### config.mk
export PLATFORM = sky130hd
export DESIGN_NAME = branch_resolve_queue_flat
export DESIGN_NICKNAME = d
export VERILOG_FILES = /design/src/rtl/branch_resolve_queue_if.sv /design/src/rtl/branch_resolve_queue.sv /design/src/flat_wrapper.sv
export SDC_FILE = /design/constraint.sdc
export NUM_CORES = 1
export LEC_CHECK = 0
export ABC_AREA = 0
export CORE_ASPECT_RATIO = 1.75
export CORE_MARGIN = 10
export CORE_UTILIZATION = 48
export CTS_BUF_LIST = sky130_fd_sc_hd__clkbuf_16
export CTS_CLUSTER_SIZE = 8
export DETAILED_ROUTE_END_ITERATION = 10
export GPL_TIMING_DRIVEN = 0
export PLACE_DENSITY = 0.8
export SETUP_SLACK_MARGIN = 0.3
export SLEW_MARGIN = 20
export SYNTH_ARGS = -nofsm -noshare
export SYNTH_HDL_FRONTEND = slang
export SYNTH_SLANG_ARGS = --single-unit
### constraint.sdc
create_clock -name clk -period 2.65 [get_ports clk]
set_clock_uncertainty 0.05 [all_clocks]
set_input_delay 0.6625 -clock clk [delete_from_list [all_inputs] [get_ports clk]]
set_output_delay 0.6625 -clock clk [all_outputs]
set_load 0.005 [all_outputs]
### src/rtl/branch_resolve_queue_if.sv
// Fetch/execute-facing bundle for the branch resolve queue.
// Latency: n/a (wiring only).
// Backpressure: full is advisory; pushes while full are dropped and flagged by the queue.
interface branch_resolve_queue_if #(
    parameter int DEPTH = 4,
    parameter int IDX_W = 7,
    parameter int CNT_W = 16
);
    localparam int CW = $clog2(DEPTH) + 1;

    logic             push;
    logic [IDX_W-1:0] push_idx;
    logic             push_pred;
    logic             resolve_valid;
    logic             resolve_taken;
    logic             full;
    logic [CW-1:0]    count;
    logic             pht_load;
    logic             pht_outcome;
    logic [IDX_W-1:0] pht_idx;
    logic             mispredict;
    logic             overflow;
    logic             underflow;
    logic [CNT_W-1:0] br_cnt;
    logic [CNT_W-1:0] mp_cnt;

    // Fetch/execute side: drives pushes and resolves, observes queue state.
    modport master (
        output push, push_idx, push_pred, resolve_valid, resolve_taken,
        input  full, count, pht_load, pht_outcome, pht_idx, mispredict,
               overflow, underflow, br_cnt, mp_cnt
    );

    // Queue side.
    modport slave (
        input  push, push_idx, push_pred, resolve_valid, resolve_taken,
        output full, count, pht_load, pht_outcome, pht_idx, mispredict,
               overflow, underflow, br_cnt, mp_cnt
    );
endinterface

### src/rtl/branch_resolve_queue.sv
// In-order queue of predicted branches; matches execute resolutions and emits PHT updates.
// Latency: 1 cycle from accepted resolve to pht_load/mispredict.
// Backpressure: none; push while full is dropped (sticky overflow), resolve while empty ignored (sticky underflow).
module branch_resolve_queue #(
    parameter int DEPTH = 4,
    parameter int IDX_W = 7,
    parameter int CNT_W = 16
) (
    input  logic                   clk,
    input  logic                   rst_n,
    branch_resolve_queue_if.slave  bus
);
    localparam int PW = $clog2(DEPTH);
    localparam int CW = PW + 1;

    // Each entry holds {idx, pred}.
    logic [IDX_W:0]   mem [DEPTH];
    logic [PW-1:0]    head;
    logic [PW-1:0]    tail;
    logic [CW-1:0]    count;

    logic             pht_load;
    logic             pht_outcome;
    logic [IDX_W-1:0] pht_idx;
    logic             mispredict;
    logic             overflow;
    logic             underflow;
    logic [CNT_W-1:0] br_cnt;
    logic [CNT_W-1:0] mp_cnt;

    logic             full;
    logic             empty;
    logic [IDX_W:0]   head_ent;
    logic             res_acc;
    logic             res_mp;
    logic             push_acc;
    logic [CW-1:0]    inc;
    logic [CW-1:0]    dec;

    assign full     = (count == CW'(DEPTH));
    assign empty    = (count == '0);
    assign head_ent = mem[head];
    assign res_acc  = bus.resolve_valid && !empty;
    assign res_mp   = res_acc && (head_ent[0] != bus.resolve_taken);
    // A push in the same cycle as a mispredict is on the wrong path.
    assign push_acc = bus.push && !full && !res_mp;
    assign inc      = {{(CW-1){1'b0}}, push_acc};
    assign dec      = {{(CW-1){1'b0}}, res_acc};

    // Entry storage; contents are don't-care after reset so it carries no reset.
    always_ff @(posedge clk) begin
        if (push_acc) begin
            mem[tail] <= {bus.push_idx, bus.push_pred};
        end
    end

    // Pointers and occupancy; a mispredict discards every in-flight entry.
    always_ff @(posedge clk or negedge rst_n) begin
        if (!rst_n) begin
            head  <= '0;
            tail  <= '0;
            count <= '0;
        end else if (res_mp) begin
            head  <= '0;
            tail  <= '0;
            count <= '0;
        end else begin
            if (push_acc) tail <= tail + 1'b1;
            if (res_acc)  head <= head + 1'b1;
            count <= count + inc - dec;
        end
    end

    // Registered PHT update strobe; all fields drop to zero when idle.
    always_ff @(posedge clk or negedge rst_n) begin
        if (!rst_n) begin
            pht_load    <= 1'b0;
            pht_outcome <= 1'b0;
            pht_idx     <= '0;
            mispredict  <= 1'b0;
        end else begin
            pht_load    <= res_acc;
            pht_outcome <= res_acc && bus.resolve_taken;
            pht_idx     <= res_acc ? head_ent[IDX_W:1] : '0;
            mispredict  <= res_mp;
        end
    end

    // Sticky error flags and saturating statistics.
    always_ff @(posedge clk or negedge rst_n) begin
        if (!rst_n) begin
            overflow  <= 1'b0;
            underflow <= 1'b0;
            br_cnt    <= '0;
            mp_cnt    <= '0;
        end else begin
            if (bus.push && full)                 overflow  <= 1'b1;
            if (bus.resolve_valid && empty)       underflow <= 1'b1;
            if (res_acc && (br_cnt != '1))        br_cnt    <= br_cnt + 1'b1;
            if (res_mp && (mp_cnt != '1))         mp_cnt    <= mp_cnt + 1'b1;
        end
    end

    assign bus.full        = full;
    assign bus.count       = count;
    assign bus.pht_load    = pht_load;
    assign bus.pht_outcome = pht_outcome;
    assign bus.pht_idx     = pht_idx;
    assign bus.mispredict  = mispredict;
    assign bus.overflow    = overflow;
    assign bus.underflow   = underflow;
    assign bus.br_cnt      = br_cnt;
    assign bus.mp_cnt      = mp_cnt;
endmodule
### src/flat_wrapper.sv
// flat-port wrapper written by rule: the top's interface ports become plain ports
module branch_resolve_queue_flat 
#(
    parameter int DEPTH = 4,
    parameter int IDX_W = 7,
    parameter int CNT_W = 16
)
  (clk, rst_n, bus_push, bus_push_idx, bus_push_pred, bus_resolve_valid, bus_resolve_taken, bus_full, bus_count, bus_pht_load, bus_pht_outcome, bus_pht_idx, bus_mispredict, bus_overflow, bus_underflow, bus_br_cnt, bus_mp_cnt);
  branch_resolve_queue_if #(.DEPTH(DEPTH), .IDX_W(IDX_W), .CNT_W(CNT_W)) bus_i ();
  input  logic clk;
  input  logic rst_n;
  input wire logic [$bits(bus_i.push)-1:0] bus_push;
  input wire logic [$bits(bus_i.push_idx)-1:0] bus_push_idx;
  input wire logic [$bits(bus_i.push_pred)-1:0] bus_push_pred;
  input wire logic [$bits(bus_i.resolve_valid)-1:0] bus_resolve_valid;
  input wire logic [$bits(bus_i.resolve_taken)-1:0] bus_resolve_taken;
  output wire logic [$bits(bus_i.full)-1:0] bus_full;
  output wire logic [$bits(bus_i.count)-1:0] bus_count;
  output wire logic [$bits(bus_i.pht_load)-1:0] bus_pht_load;
  output wire logic [$bits(bus_i.pht_outcome)-1:0] bus_pht_outcome;
  output wire logic [$bits(bus_i.pht_idx)-1:0] bus_pht_idx;
  output wire logic [$bits(bus_i.mispredict)-1:0] bus_mispredict;
  output wire logic [$bits(bus_i.overflow)-1:0] bus_overflow;
  output wire logic [$bits(bus_i.underflow)-1:0] bus_underflow;
  output wire logic [$bits(bus_i.br_cnt)-1:0] bus_br_cnt;
  output wire logic [$bits(bus_i.mp_cnt)-1:0] bus_mp_cnt;
  assign bus_i.push = bus_push;
  assign bus_i.push_idx = bus_push_idx;
  assign bus_i.push_pred = bus_push_pred;
  assign bus_i.resolve_valid = bus_resolve_valid;
  assign bus_i.resolve_taken = bus_resolve_taken;
  assign bus_full = bus_i.full;
  assign bus_count = bus_i.count;
  assign bus_pht_load = bus_i.pht_load;
  assign bus_pht_outcome = bus_i.pht_outcome;
  assign bus_pht_idx = bus_i.pht_idx;
  assign bus_mispredict = bus_i.mispredict;
  assign bus_overflow = bus_i.overflow;
  assign bus_underflow = bus_i.underflow;
  assign bus_br_cnt = bus_i.br_cnt;
  assign bus_mp_cnt = bus_i.mp_cnt;
  branch_resolve_queue #(.DEPTH(DEPTH), .IDX_W(IDX_W), .CNT_W(CNT_W)) u_core (.clk(clk), .rst_n(rst_n), .bus(bus_i));
endmodule
==> metrics.md, run 1 <==
| Metric | Value |
|---|---|
| Status | finished clean |
| Worst setup EP type | flip-flop |
| Tightest Pin Transition | around 0.64 ns |
| Syn-to-layout area delta | 33.1% |
| Power Total | approximately 4.6 mW |
| Main combinational cell family by area after synthesis | simple AND/OR/NAND/NOR gates |
| Diode count | 0 |
| Psw | approximately 1.4 mW |
| Worst setup path class | flip-flop to flip-flop |
| Sw Ratio | 0.295 |
| CTS sink cnt | a little over 80 |
| Mapped Avg Cell Area | about 14 sq um |
| Multiplexer area fraction after synthesis | 0.0743 |
| Fin. Hold Viols | 0 |
| Pin count of the biggest net entering global routing | 52 |
| Global-route wire length before repair | 12000 um |
| H-tree depth | 3 |
| FF-to-FF End | u_core.bus.count[2] |
| Clock share of power | 0.279 |
| Cell count after synthesis | about 260 |
| ANT nets after route | 0 |
| Root buffer cell | clkbuf_16 |
| Initial Util | 0.497 |
| Max clock buf depth | 2 |
| Fmax achieved | between 400 and 500 MHz |
| Gp weighted congestion | 0.796 |
| Final WS setup | between 0.2 and 0.25 ns |
| Layout cells sized above 1 | 0.209 |
| Top Metal Used | met4 |
| # port buffers | 60 |
| Netlist Area Pre-Place | roughly 3600 sq um |
| Crit path DAT | approximately 2.6 ns |
| Sequential share of power | 0.403 |
| Hold Path Class | input port to asynchronous set/reset pin |
| Clock slew at reported path FFs | 0.06 ns |
| Via density | roughly 5.4 |
| Gr usage total | 0.131 |
| Logic gate share of total power | 0.318 |
| P_leak | ~2 nW |
| Synth Area in Adders | 0.0332 |
| Vias in the first global route | roughly 2400 |
| PwrDens | roughly 960 nW/um^2 |
| Synth Warn # | 0 |
| Netlist cell types | 42 |
| R2R depth | 12 |
| HPWL Detailed | 5030 um |
| Internal | about 3.3 mW |
| #FFs+latches synth | 83 |
| FP Rows | 41 |
| Core area | ~7300 sq um |
| Synth Flop Type | dfrtp_1 |
| Setup repair after global routing missed its margin | yes |
| Post-route cell area | slightly below 5000 sq um |
| M1 wire length | 2810 um |
| First-pass DRT Iterations | 4 |
| GRT overflow | 0 |
| Worst VDD drop | between 400 and 500 uV |
| Fin. max-slew vios | 0 |
| Drt wl/cell | between 15 and 20 um |
| CP Max Fanout | 4 |
| Worst reg2reg path startpoint | u_core.head[1] |
| Ports | roughly 60 |
| 1st-iter DRT viols | roughly 130 |
| Nets@finish | between 300 and 400 |
| Number of enable flip-flop cells after synthesis | 32 |
| Commonest non-fill, non-tap cells in the layout | clkdlybuf4s50_1 (57), dfrtp_1 (48), edfxtp_1 (32) |
| Die Y | between 100 and 150 um |
| Met3 WL | approximately 420 um |
| Most common cell after layout, fill and taps aside | clkdlybuf4s50_1 |
| Worst-Skew Late Latency | roughly 0.34 ns |
| Compound-Gate Fraction of Synth Area | 0.0283 |
| Die width | about 86 um |
| Asr flop ratio synth | 0.614 |
| Simple-Gate Fraction of Synth Area | 0.151 |
| Worst setup SP type | flip-flop |
| Hold Buf Count CTS | 0 |
| DR DRC count | 0 |
| Post-layout min period | approximately 2.4 ns |
| CTS Buf Count | 9 |
| Final setup viols | 0 |
| Max_cap viols | 0 |
| CTS tree | yes |
| Synth Net Count | ~280 |
| Rel. slew slack | 0.571 |
| WP data required | between 2 and 3 ns |
| Reg2Reg Setup Slack | around 0.22 ns |
| Crit path to | u_core.bus.count[2] |
| Post-Route WL | 7580 um |
| Initial antenna violation count | 0 |
| Post-synthesis xor/xnor area fraction | 0.0726 |
| Sequential share of the synthesized area | 0.618 |
| Area after DPL | around 4300 sq um |
| Worst Setup SP | u_core.head[1] |
| Period Utilization, post-route | 0.918 |
| Met2 routed WL | 4180 um |
| Die ar. | about 12000 sq um |
| Vias | roughly 2300 |
| Worst slack at placement | -0.524 ns |
-- logic make-up after synthesis --
family	Yosys count
and+or+nand+nor	91
DFF	83
xor gates and xnor gates	30
buffers and inverters	17
muxes	17
AOI/OAI and AO/OA	12
adders and majority gates	9
-- registers in the layout, indices dropped and copies added, names as in the netlist --
register / flops
u_core.mem: 32
u_core.head: 2
u_core.tail: 2
u_core.bus.br_cnt: 16
u_core.bus.underflow: 1
u_core.bus.mispredict: 1
u_core.bus.pht_outcome: 1
u_core.bus.count: 3
u_core.bus.overflow: 1
u_core.bus.pht_idx: 7
u_core.bus.pht_load: 1
u_core.bus.mp_cnt: 16
-- what timing repair did --
item,4_1_cts,5_1_grt
pin swaps,5,5
setup endpoints to repair,36,3
setup buffers,8,2
gates resized for setup,15,11
-- per-stage QoR --
stage | utilization | hold WS (ns) | TNS, ns | instances
after floorplan | - | 0.317 | 0 | 259
after global placement | 0.597 | 0.389 | -39.83 | 405
after detailed placement | 0.597 | 0.393 | -7.83 | 405
after CTS | 0.651 | 0.320 | 0 | 429
after global routing | 0.661 | 0.345 | 0 | 431
final | 0.661 | 0.287 | 0 | 431
-- area by class of cell --
type / count / area [sq um]
plain buffers: 5 / 41.3
inverters: 12 / 45.0
repair buffers: 70 / 673
fillers: 538 / 2470
clock buffers: 9 / 225
multi-input cells: 159 / 1400
well taps: 86 / 108
clock inverters: 7 / 87.6
flip-flops and latches: 83 / 2240
-- worst min-delay path by stage --
| stage | to | slack (ns) | cells past startpoint |
|---|---|---|---|
| after floorplan | u_core.bus.br_cnt[0] | 0.32 | 0 |
| after global placement | u_core.bus.underflow | 0.39 | 1 |
| after detailed placement | u_core.bus.underflow | 0.39 | 1 |
| after CTS | u_core.bus.br_cnt[4] | 0.32 | 1 |
| after global routing | u_core.bus.br_cnt[4] | 0.35 | 1 |
| final | u_core.bus.br_cnt[4] | 0.29 | 1 |
-- metal layers --
metal	up-vias	global-route usage
met2	59	0.226
met4	0	0.0662
met5	-	0
li1	1089	-
met3	12	0.0380
met1	1148	0.140
-- critical path, cell delays in order (launching register included) --
cell	delay, ns
dfrtp_1	0.38
buf_6	0.14
mux2i_4	0.19
xnor2_2	0.17
o211ai_4	0.23
buf_6	0.13
and2_4	0.14
ha_4	0.13
inv_2	0.03
fa_2	0.35
xor2_2	0.16
xnor2_1	0.16
nor2_1	0.05
-- synthesized netlist by cell type (all sizes together), types with 2 or more instances --
| library cell | count | share of area |
|---|---|---|
| mux2 | 6 | 0.019 |
| nor3 | 9 | 0.015 |
| a21o | 2 | 0.0041 |
| xor2 | 16 | 0.039 |
| nand4 | 12 | 0.025 |
| nor2 | 19 | 0.020 |
| o21ai | 3 | 0.0041 |
| nand2 | 12 | 0.012 |
| o211ai | 2 | 0.0080 |
| clkbuf | 2 | 0.0021 |
| nor2b | 9 | 0.016 |
| and3 | 8 | 0.014 |
| nand3 | 8 | 0.011 |
| xnor2 | 14 | 0.034 |
| dfrtp | 51 | 0.35 |
| edfxtp | 32 | 0.27 |
| mux4 | 7 | 0.044 |
| nor4b | 2 | 0.0083 |
| and4 | 3 | 0.0073 |
| a21oi | 2 | 0.0038 |
| mux2i | 4 | 0.012 |
| buf | 3 | 0.0076 |
| nor3b | 3 | 0.0076 |
| and2 | 3 | 0.0052 |
| ha | 8 | 0.028 |
| inv | 12 | 0.012 |
-- power groups by stage --
stage	Clock [mW]	Combinational [mW]	Sequential [mW]
final	1.30	1.48	1.87
after global routing	1.37	1.63	1.91
after CTS	1.32	1.38	1.87
after detailed placement	0	1.28	1.88
after global placement	0	1.24	1.86
after floorplan	0	0.720	1.85
No activity file was read; power rests on OpenSTA's default activity.
==> run 2, diff against run 1 <==
CAP_MARGIN = 20   (was default)
SLEW_MARGIN = default   (was 20)
==> run 2 against run 1 <==
- routed wire length shrank 2.9%
- utilization rose by 0.052 points
- sequential share of layout area barely moved
- first-iteration DRC count shrank 17%
- highest routed layer unchanged
==> metrics.md, run 2 (same netlist as run 1, synthesis figures left out) <==
| Metric | Value |
|---|---|
| Global-route wire length before repair | 12000 um (about the same) |
| Reg area | 2240 sq um (unchanged) |
| ANT nets after route | 0 (unchanged) |
| PwrDens | 955 nW/um^2 (-1.0%) |
| GRT overflow | 0 (unchanged) |
| 1st-iter DRT viols | 111 (-17%) |
| Largest Register | u_core.mem |
| H-tree depth | 3 (unchanged) |
| HPWL Detailed | 5170 um (+2.8%) |
| Gr usage total | 0.132 (+0.000876) |
| Status | finished clean |
| Grt met2 use | 0.227 (+0.00125) |
| Area after DPL | 4370 sq um (+0.40%) |
| Min Hold Slack | 0.272 ns (-0.0149 ns) |
| FP Rows | 41 (unchanged) |
| CTS Buf Count | 9 (unchanged) |
| Post-Layout Cell Count | 432 (+0.23%) |
| Die ar. | 11600 sq um (unchanged) |
| Worst VDD drop | 569 uV (+30%) |
| Period Utilization, post-route | 0.886 (-0.0321) |
| Commonest non-fill, non-tap cells in the layout | clkdlybuf4s50_1 (56), dfrtp_1 (48), edfxtp_1 (32) |
| Psw | 1.34 mW (-2.2%) |
| Drt wl/cell | 17.0 um (-3.1%) |
| Clock slew at reported path FFs | 0.06 ns (about the same) |
| Worst setup SP type | flip-flop |
| Layout cells sized above 1 | 0.202 (-0.00638) |
| GR Util met1 | 0.136 (-0.00416) |
| Hold Path Class | input port to asynchronous set/reset pin |
| Diode count | 0 (unchanged) |
| Placed Instances | 406 (+0.25%) |
| Post-Route WL | 7360 um (-2.9%) |
| # fillers | 544 (+1.1%) |
| WP data required | 2.83 ns (about the same) |
| Root buffer cell | clkbuf_16 |
| Internal | 3.26 mW (-0.38%) |
| Logic gate share of total power | 0.313 (-0.005) |
| Gp weighted congestion | 0.796 (unchanged) |
| CP Max Fanout | 4 (unchanged) |
| Fmax achieved | 426 MHz (+3.6%) |
| Worst setup path class | flip-flop to flip-flop |
| Tightest Pin Transition | 0.597 ns (-0.0455 ns) |
| Sw Ratio | 0.291 (-0.00393) |
| # port buffers | 60 (unchanged) |
| First-pass DRT Iterations | 4 (unchanged) |
| Worst setup EP type | flip-flop |
| Hold Buf Count CTS | 0 (unchanged) |
| Rel. slew slack | 0.602 (+0.0303) |
| Multi-input combinational cell area | 1390 sq um (-0.54%) |
| Max_cap viols | 0 (unchanged) |
| Core area | 7280 sq um (unchanged) |
| Ports | 61 (unchanged) |
| Fin. Hold Viols | 0 (unchanged) |
| Clock share of power | 0.281 (+0.002) |
| Pin count of the biggest net entering global routing | 27 (-48%) |
| Via density | 5.32 (-0.58%) |
| Most common cell after layout, fill and taps aside | clkdlybuf4s50_1 |
| Nets@finish | 363 (+0.28%) |
| Sequential share of power | 0.407 (+0.004) |
| Top Registers | u_core.mem x32, u_core.bus.br_cnt x16, u_core.bus.mp_cnt x16 |
| Vias | 2300 (-0.35%) |
| Max clock buf depth | 2 (unchanged) |
| Post-route cell area | 4820 sq um (about the same) |
| CTS sink cnt | 83 (unchanged) |
| Fin. max-slew vios | 0 (unchanged) |
| Initial Util | 0.497 (unchanged) |
| GR Layer Usage met3 | 0.0488 (+0.0108) |
| DR DRC count | 0 (unchanged) |
| Die Y | 135 um (unchanged) |
| GRT Max-Usage Layer | met2 |
| Final setup viols | 0 (unchanged) |
| Worst-Skew Late Latency | 0.34 ns (about the same) |
| Setup repair after global routing missed its margin | yes |
| Post-layout min period | 2.35 ns (-0.0851 ns) |
| Max reg flops | 32 (unchanged) |
| Die width | 85.6 um (unchanged) |
| Syn-to-layout area delta | 33.2% (about the same) |
| Vias in the first global route | 2421 (+0.75%) |
| CTS tree | yes |
| Initial antenna violation count | 0 (unchanged) |
| Crit path DAT | 2.52 ns (-0.08 ns) |
| P_leak | 1.99 nW (+1.3%) |
run 2: cell count changes in the layout (fill, tap and decap cells not counted), sizes merged:
cell and change:
dlymetal6s2s +1, clkdlybuf4s15 -1, clkdlybuf4s50 -1, buf +2
run 2: worst paths after layout:
path,from,end,slack [ns],cells past startpoint
max reg2reg,u_core.head[1],u_core.bus.count[2],0.30,12
min reg2reg,u_core.bus.underflow,u_core.bus.underflow,0.40,1
max in group asynchronous,rst_n,u_core.bus.count[1],1.71,2
max,u_core.head[1],u_core.bus.count[2],0.30,12
min,rst_n,u_core.bus.br_cnt[3],0.27,1
min in group clk,u_core.bus.underflow,u_core.bus.underflow,0.40,1
run 2: final cells by class:
class | instances | share of cell area
plain buffers | 5 | 0.00805
clock buffers | 9 | 0.0467
clock inverters | 7 | 0.0182
inverters | 12 | 0.00934
multi-input cells | 159 | 0.288
flip-flops and latches | 83 | 0.465
well taps | 86 | 0.0223
repair buffers | 71 | 0.142
run 2: power by group through the flow:
| stage | logic [mW] | registers [mW] | clock network [mW] |
|---|---|---|---|
| 5_1_grt | 1.60 | 1.91 | 1.38 |
| 4_1_cts | 1.40 | 1.87 | 1.32 |
| 6_report | 1.44 | 1.87 | 1.29 |
| 2_1_floorplan | 0.720 | 1.85 | 0 |
| 3_3_place_gp | 1.24 | 1.86 | 0 |
| 3_5_place_dp | 1.29 | 1.88 | 0 |
run 2: timing repair:
action | CTS | global route
pin swaps | 7 | 3
gates resized for setup | 16 | 7
endpoints found under the setup margin | 36 | 3
setup buffers | 8 | 2
run 2: metal layers:
layer  vias up  wire length (um)
met2        49              4030
met3        15               418
met1      1144              2730
li1       1092                 -
met5         -                 0
met4         0               183
run 2: worst max-delay path, cell delays in order, from the launching register on:
cell	delay (ns)
dfrtp_1	0.34
buf_6	0.13
mux2i_4	0.26
mux2i_4	0.30
o211ai_4	0.11
buf_6	0.13
and2_4	0.13
ha_4	0.15
inv_2	0.05
fa_2	0.22
xor2_2	0.18
xnor2_1	0.13
nor2_1	0.06
run 2: stage by stage:
stage	worst slack [ns]	util	total power [mW]	setup TNS (ns)
2_1_floorplan	0.220	-	2.57	0
3_3_place_gp	-0.630	0.597	3.10	-39.83
3_5_place_dp	-0.514	0.599	3.16	-7.56
4_1_cts	0.295	0.655	4.58	0
5_1_grt	0.188	0.662	4.89	0
6_report	0.303	0.662	4.61	0
==> edit 1: new RTL, settings of run 1 <==
`DEPTH` is set to 4 in 3 places; all go to 8.
--- a/src/rtl/branch_resolve_queue_if.sv
+++ b/src/rtl/branch_resolve_queue_if.sv
@@ -3,5 +3,5 @@
 // Backpressure: full is advisory; pushes while full are dropped and flagged by the queue.
 interface branch_resolve_queue_if #(
-    parameter int DEPTH = 4,
+    parameter int DEPTH = 8,
     parameter int IDX_W = 7,
     parameter int CNT_W = 16
--- a/src/rtl/branch_resolve_queue.sv
+++ b/src/rtl/branch_resolve_queue.sv
@@ -3,5 +3,5 @@
 // Backpressure: none; push while full is dropped (sticky overflow), resolve while empty ignored (sticky underflow).
 module branch_resolve_queue #(
-    parameter int DEPTH = 4,
+    parameter int DEPTH = 8,
     parameter int IDX_W = 7,
     parameter int CNT_W = 16
--- a/src/flat_wrapper.sv
+++ b/src/flat_wrapper.sv
@@ -2,5 +2,5 @@
 module branch_resolve_queue_flat 
 #(
-    parameter int DEPTH = 4,
+    parameter int DEPTH = 8,
     parameter int IDX_W = 7,
     parameter int CNT_W = 16
Ports: changed (resized bus_count); port bits go from 61 to 62. No check against the original RTL was run, so the function may have changed too.
==> edit 1 against run 1 <==
  * The run now ends with negative setup slack left
  * Hold slack got worse by 44 ps
  * Design area increased by 41%
  * Setup slack got worse by 310 ps
  * Die area increased by 30%
  * Global-route usage increased by 1.7 points
  * Final cell count increased by 34%
  * Synthesized area increased by 38%
  * Sequential cell count increased by 35
  * Power increased by 50%
  * Wire length increased by 44%
  * Sequential power increased by 40%
  * Via count increased by 34%
==> edit 1: results <==
export IMPL_status="complete, but fails checks"
export IMPL_violations="negative setup slack"
export IMPL_track_usage_pct=14.8
export IMPL_cp_top_family="simple AND/OR/NAND/NOR gates"
export IMPL_reg_top3="u_core.mem x64, u_core.bus.br_cnt x16, u_core.bus.mp_cnt x16"
export IMPL_grt_pass1_vias=3387
export IMPL_worst_r2r_path_depth=9
export IMPL_synthTopCellsByCount="edfxtp_1 (64), dfrtp_1 (54), nor2_1 (28)"
export IMPL_final_setup_tns_ps=-1400
export IMPL_drive_gt1_share_pct=23.5
export IMPL_synth_warnings=0
export IMPL_synth_nets=359
export IMPL_diodes=0
export IMPL_ys_seq_area_share_pct=65.7
export IMPL_vias_per_cell=5.35
export IMPL_critical_path_max_fanout=8
export IMPL_place_congestion=0.812
export IMPL_arrival_ps=2810
export IMPL_clock_path_buffers=2
export IMPL_path_clk_slew_ps=50
export IMPL_ys_top_cells_by_area="edfxtp_1 (39%), dfrtp_1 (27%), mux4_2 (6.3%)"
export IMPL_avgRoutedWirePerCell_um=18.9
export IMPL_ys_async_sr_fraction_pct=45.8
export IMPL_worst_slack_ps=-93.9
export IMPL_grt_max_degree=55
export IMPL_slowest_stage="or3b_4"
export IMPL_total_leakage_power_uw=0.00268
export IMPL_clk_latency_ps=410
export IMPL_cp_slowest_stage_delay_ps=470
export IMPL_ir_drop_mv=0.706
export IMPL_dp_worst_setup_slack_ps=-749
export IMPL_drtIter0Drc=133
export IMPL_ys_types=46
export IMPL_port_buffers=61
export IMPL_hold_ws_ps=243
export IMPL_synth_edf_count=64
export IMPL_p_switching_uw=2060
export IMPL_htree_num_levels=4
export IMPL_numCtsBuffers=17
export IMPL_cts_root_buf="clkbuf_16"
export IMPL_worst_pin_slew_ps=714
export IMPL_min_path_type="in -> async"
export IMPL_drtPass1Iterations=4
export IMPL_grt_pass1_wl_mm=17.5
export IMPL_hpwl_mm=6.98
export IMPL_finalSetupViolCount=19
export IMPL_nNetsFinal=463
edit 1: cell types whose count changed after synthesis, sizes merged, moves of 4 or more:
cell           run 1  this run
xor2              16         8
edfxtp            32        64
nor2b              9         3
mux4               7        14
nor2              19        28
nand3              8        12
xnor2             14        23
nand2             12        17
nand2b             1         6
mux2i              4         9
edit 1: through the flow:
step	power, uW	instance area [um2]	instances
floorplan	3810	5110	335
global placement	4540	5880	523
detailed placement	4630	5870	523
CTS	6970	6700	575
global route	7370	6770	578
finish	7000	6770	578
edit 1: worst reg2reg max path, delay by kind of cell, from the launching register on:
| family | cells | cell delay (ps) |
|---|---|---|
| AOI/OAI and AO/OA | 1 | 50 |
| muxes | 1 | 370 |
| DFF | 1 | 420 |
| and+or+nand+nor | 4 | 1150 |
| buffers and inverters | 3 | 410 |
edit 1: worst paths after layout:
path                                                    to                            start
max                             u_core.mem[1][3]$_DFFE_PP_       u_core.head[0]$_DFFE_PN0P_
min reg2reg                u_core.bus.overflow$_DFFE_PN0P_  u_core.bus.overflow$_DFFE_PN0P_
min in group clk           u_core.bus.overflow$_DFFE_PN0P_  u_core.bus.overflow$_DFFE_PN0P_
max reg2reg                     u_core.mem[1][3]$_DFFE_PP_       u_core.head[0]$_DFFE_PN0P_
min                        u_core.bus.mispredict$_DFF_PN0_                            rst_n
max in group asynchronous       u_core.head[0]$_DFFE_PN0P_                            rst_n
edit 1: kinds of logic after synthesis:
kind of cell / synth area share (%)
DFF: 65.7
xor gates and xnor gates: 5.45
AOI/OAI and AO/OA: 2.39
and+or+nand+nor: 11.9
adders and majority gates: 2.92
buffers and inverters: 1.91
muxes: 9.65
edit 1: routing by layer:
layer  wire, um  global-route usage, %
met2       6410                   28.3
met1       3770                   13.3
met3        540                   4.77
met4        182                   7.41
met5          0                      0
edit 1: power by group through the flow:
| stage | clock, uW | sequential (uW) | combinational, uW |
|---|---|---|---|
| floorplan | 0 | 2590 | 1220 |
| global placement | 0 | 2610 | 1930 |
| detailed placement | 0 | 2630 | 2000 |
| CTS | 2120 | 2610 | 2230 |
| global route | 2200 | 2660 | 2510 |
| finish | 2090 | 2610 | 2300 |
edit 1: cell type report:
type	count	area, um2
fillers	688	3470
plain buffers	9	66.3
clock inverters	14	121
flip-flops and latches	118	3270
well taps	127	159
multi-input cells	197	1780
clock buffers	17	425
inverters	11	48.8
repair buffers	85	891
edit 1: what timing repair did:
item	in CTS	in global routing
pin swaps	10	10
gates resized for setup	19	10
setup buffers	21	3
setup endpoints to repair	69	71
hold buffers	0	0
==> edit 2: new RTL, flow settings as in run 1 <==
Made on the original files. Reset style: synchronous (`rst_n`), changed in 3 clocked blocks.
--- a/src/rtl/branch_resolve_queue.sv
+++ b/src/rtl/branch_resolve_queue.sv
@@ -56,5 +56,5 @@
 
     // Pointers and occupancy; a mispredict discards every in-flight entry.
-    always_ff @(posedge clk or negedge rst_n) begin
+    always_ff @(posedge clk) begin
         if (!rst_n) begin
             head  <= '0;
@@ -73,5 +73,5 @@
 
     // Registered PHT update strobe; all fields drop to zero when idle.
-    always_ff @(posedge clk or negedge rst_n) begin
+    always_ff @(posedge clk) begin
         if (!rst_n) begin
             pht_load    <= 1'b0;
@@ -88,5 +88,5 @@
 
     // Sticky error flags and saturating statistics.
-    always_ff @(posedge clk or negedge rst_n) begin
+    always_ff @(posedge clk) begin
         if (!rst_n) begin
             overflow  <= 1'b0;
Function: differs if rst_n is asserted again (counterexample within 4 cycles, from zero or initial values and one cycle with rst_n low); with rst_n held inactive, the same outputs for 10 cycles.
==> edit 2 against run 1 <==
  * Power down 18%
  * Setup slack improved by 110 ps
  * Wire length up 13%
  * Register-to-register slack improved by 120 ps
  * Design area down 2.3%
  * Synthesized area shrank 1.3%
  * Sequential cell count rose by 2
  * Fmax rose by 4.6%
  * Critical path type is now in -> reg
  * Highest routed layer unchanged
==> edit 2: results <==
export IMPL_status="completed"
export IMPL_nNetsFinal=404
export IMPL_grt_use_met1_pct=14.7
export IMPL_synthAdderAreaFrac_pct=3.01
export IMPL_cts_resized=5
export IMPL_antenna_found_initial=0
export IMPL_ys_types=41
export IMPL_vias=2689
export IMPL_critical_path_max_fanout=5
export IMPL_place_inst=454
export IMPL_avgRoutedWirePerCell_um=18.0
export IMPL_ys_top_cells_by_area="dfxtp_1 (30%), edfxtp_1 (27%), mux4_2 (4.4%)"
export IMPL_ys_async_sr_fraction_pct=0
export IMPL_synthMuxAreaShare_pct=8.09
export IMPL_p_seq_uw=1610
export IMPL_syn_inst=308
export IMPL_dp_worst_setup_slack_ps=-550
export IMPL_route_met3_wl_um=405
export IMPL_grt_pass1_wl_mm=13.8
export IMPL_synthTopCellsByCount="dfxtp_1 (53), edfxtp_1 (32), nor2_1 (21)"
export IMPL_postCtsSetupBuffers=1
export IMPL_drtIter0Drc=128
export IMPL_grt_util_met2_pct=27.7
export IMPL_ys_seq_area_share_pct=56.6
export IMPL_synth_xor_area_share_pct=3.92
export IMPL_place_congestion=0.872
export IMPL_grt_pass1_vias=2768
export IMPL_power_total_uw=3820
export IMPL_dpl_cell_area_mm2=0.00431
export IMPL_grt_max_degree=17
export IMPL_min_path_type="reg -> reg"
export IMPL_hpwl_mm=5.88
export IMPL_wl_met2_mm=4.82
export IMPL_wl_met1_mm=3.12
export IMPL_reg_top3="u_core.mem x32, u_core.bus.br_cnt x16, u_core.bus.mp_cnt x16"
export IMPL_synth_nets=329
export IMPL_intPower_uw=2750
export IMPL_setup_worst_path_start="bus_resolve_taken"
export IMPL_fin_cells=474
export IMPL_grt_use_met3_pct=4.61
export IMPL_track_usage_pct=15.1
export IMPL_drive_gt1_share_pct=12.9
export IMPL_ir_drop_mv=0.525
==> edit 2: cell type report <==
| cell class | instances | area [um2] |
|---|---|---|
| tap | 86 | 108 |
| clock inverter | 7 | 80.1 |
| sequential | 85 | 2030 |
| inverter | 7 | 26.3 |
| timing repair buffer | 64 | 629 |
| buffer | 14 | 98.8 |
| fill | 560 | 2530 |
| multi-input combinational | 202 | 1510 |
| clock buffer | 9 | 225 |
==> edit 2: path summary, 6_finish.rpt <==
kind / end / slack, ps / cells after the start
worst max-delay path: u_core.bus.count[1]$_SDFF_PP0_ / 330 / 9
worst min-delay path: u_core.bus.overflow$_SDFFE_PN0P_ / 430 / 2
worst max register to register: u_core.bus.count[1]$_SDFF_PP0_ / 340 / 9
worst min register to register: u_core.bus.overflow$_SDFFE_PN0P_ / 430 / 2
==> edit 2: worst max-delay path, stage by stage <==
cell and delay [ps]:
clkdlybuf4s15_1 220, nand2b_1 180, mux2_4 280, o211ai_4 80, buf_6 120, nor2b_4 190
ha_4 160, fa_2 440, and3_4 180
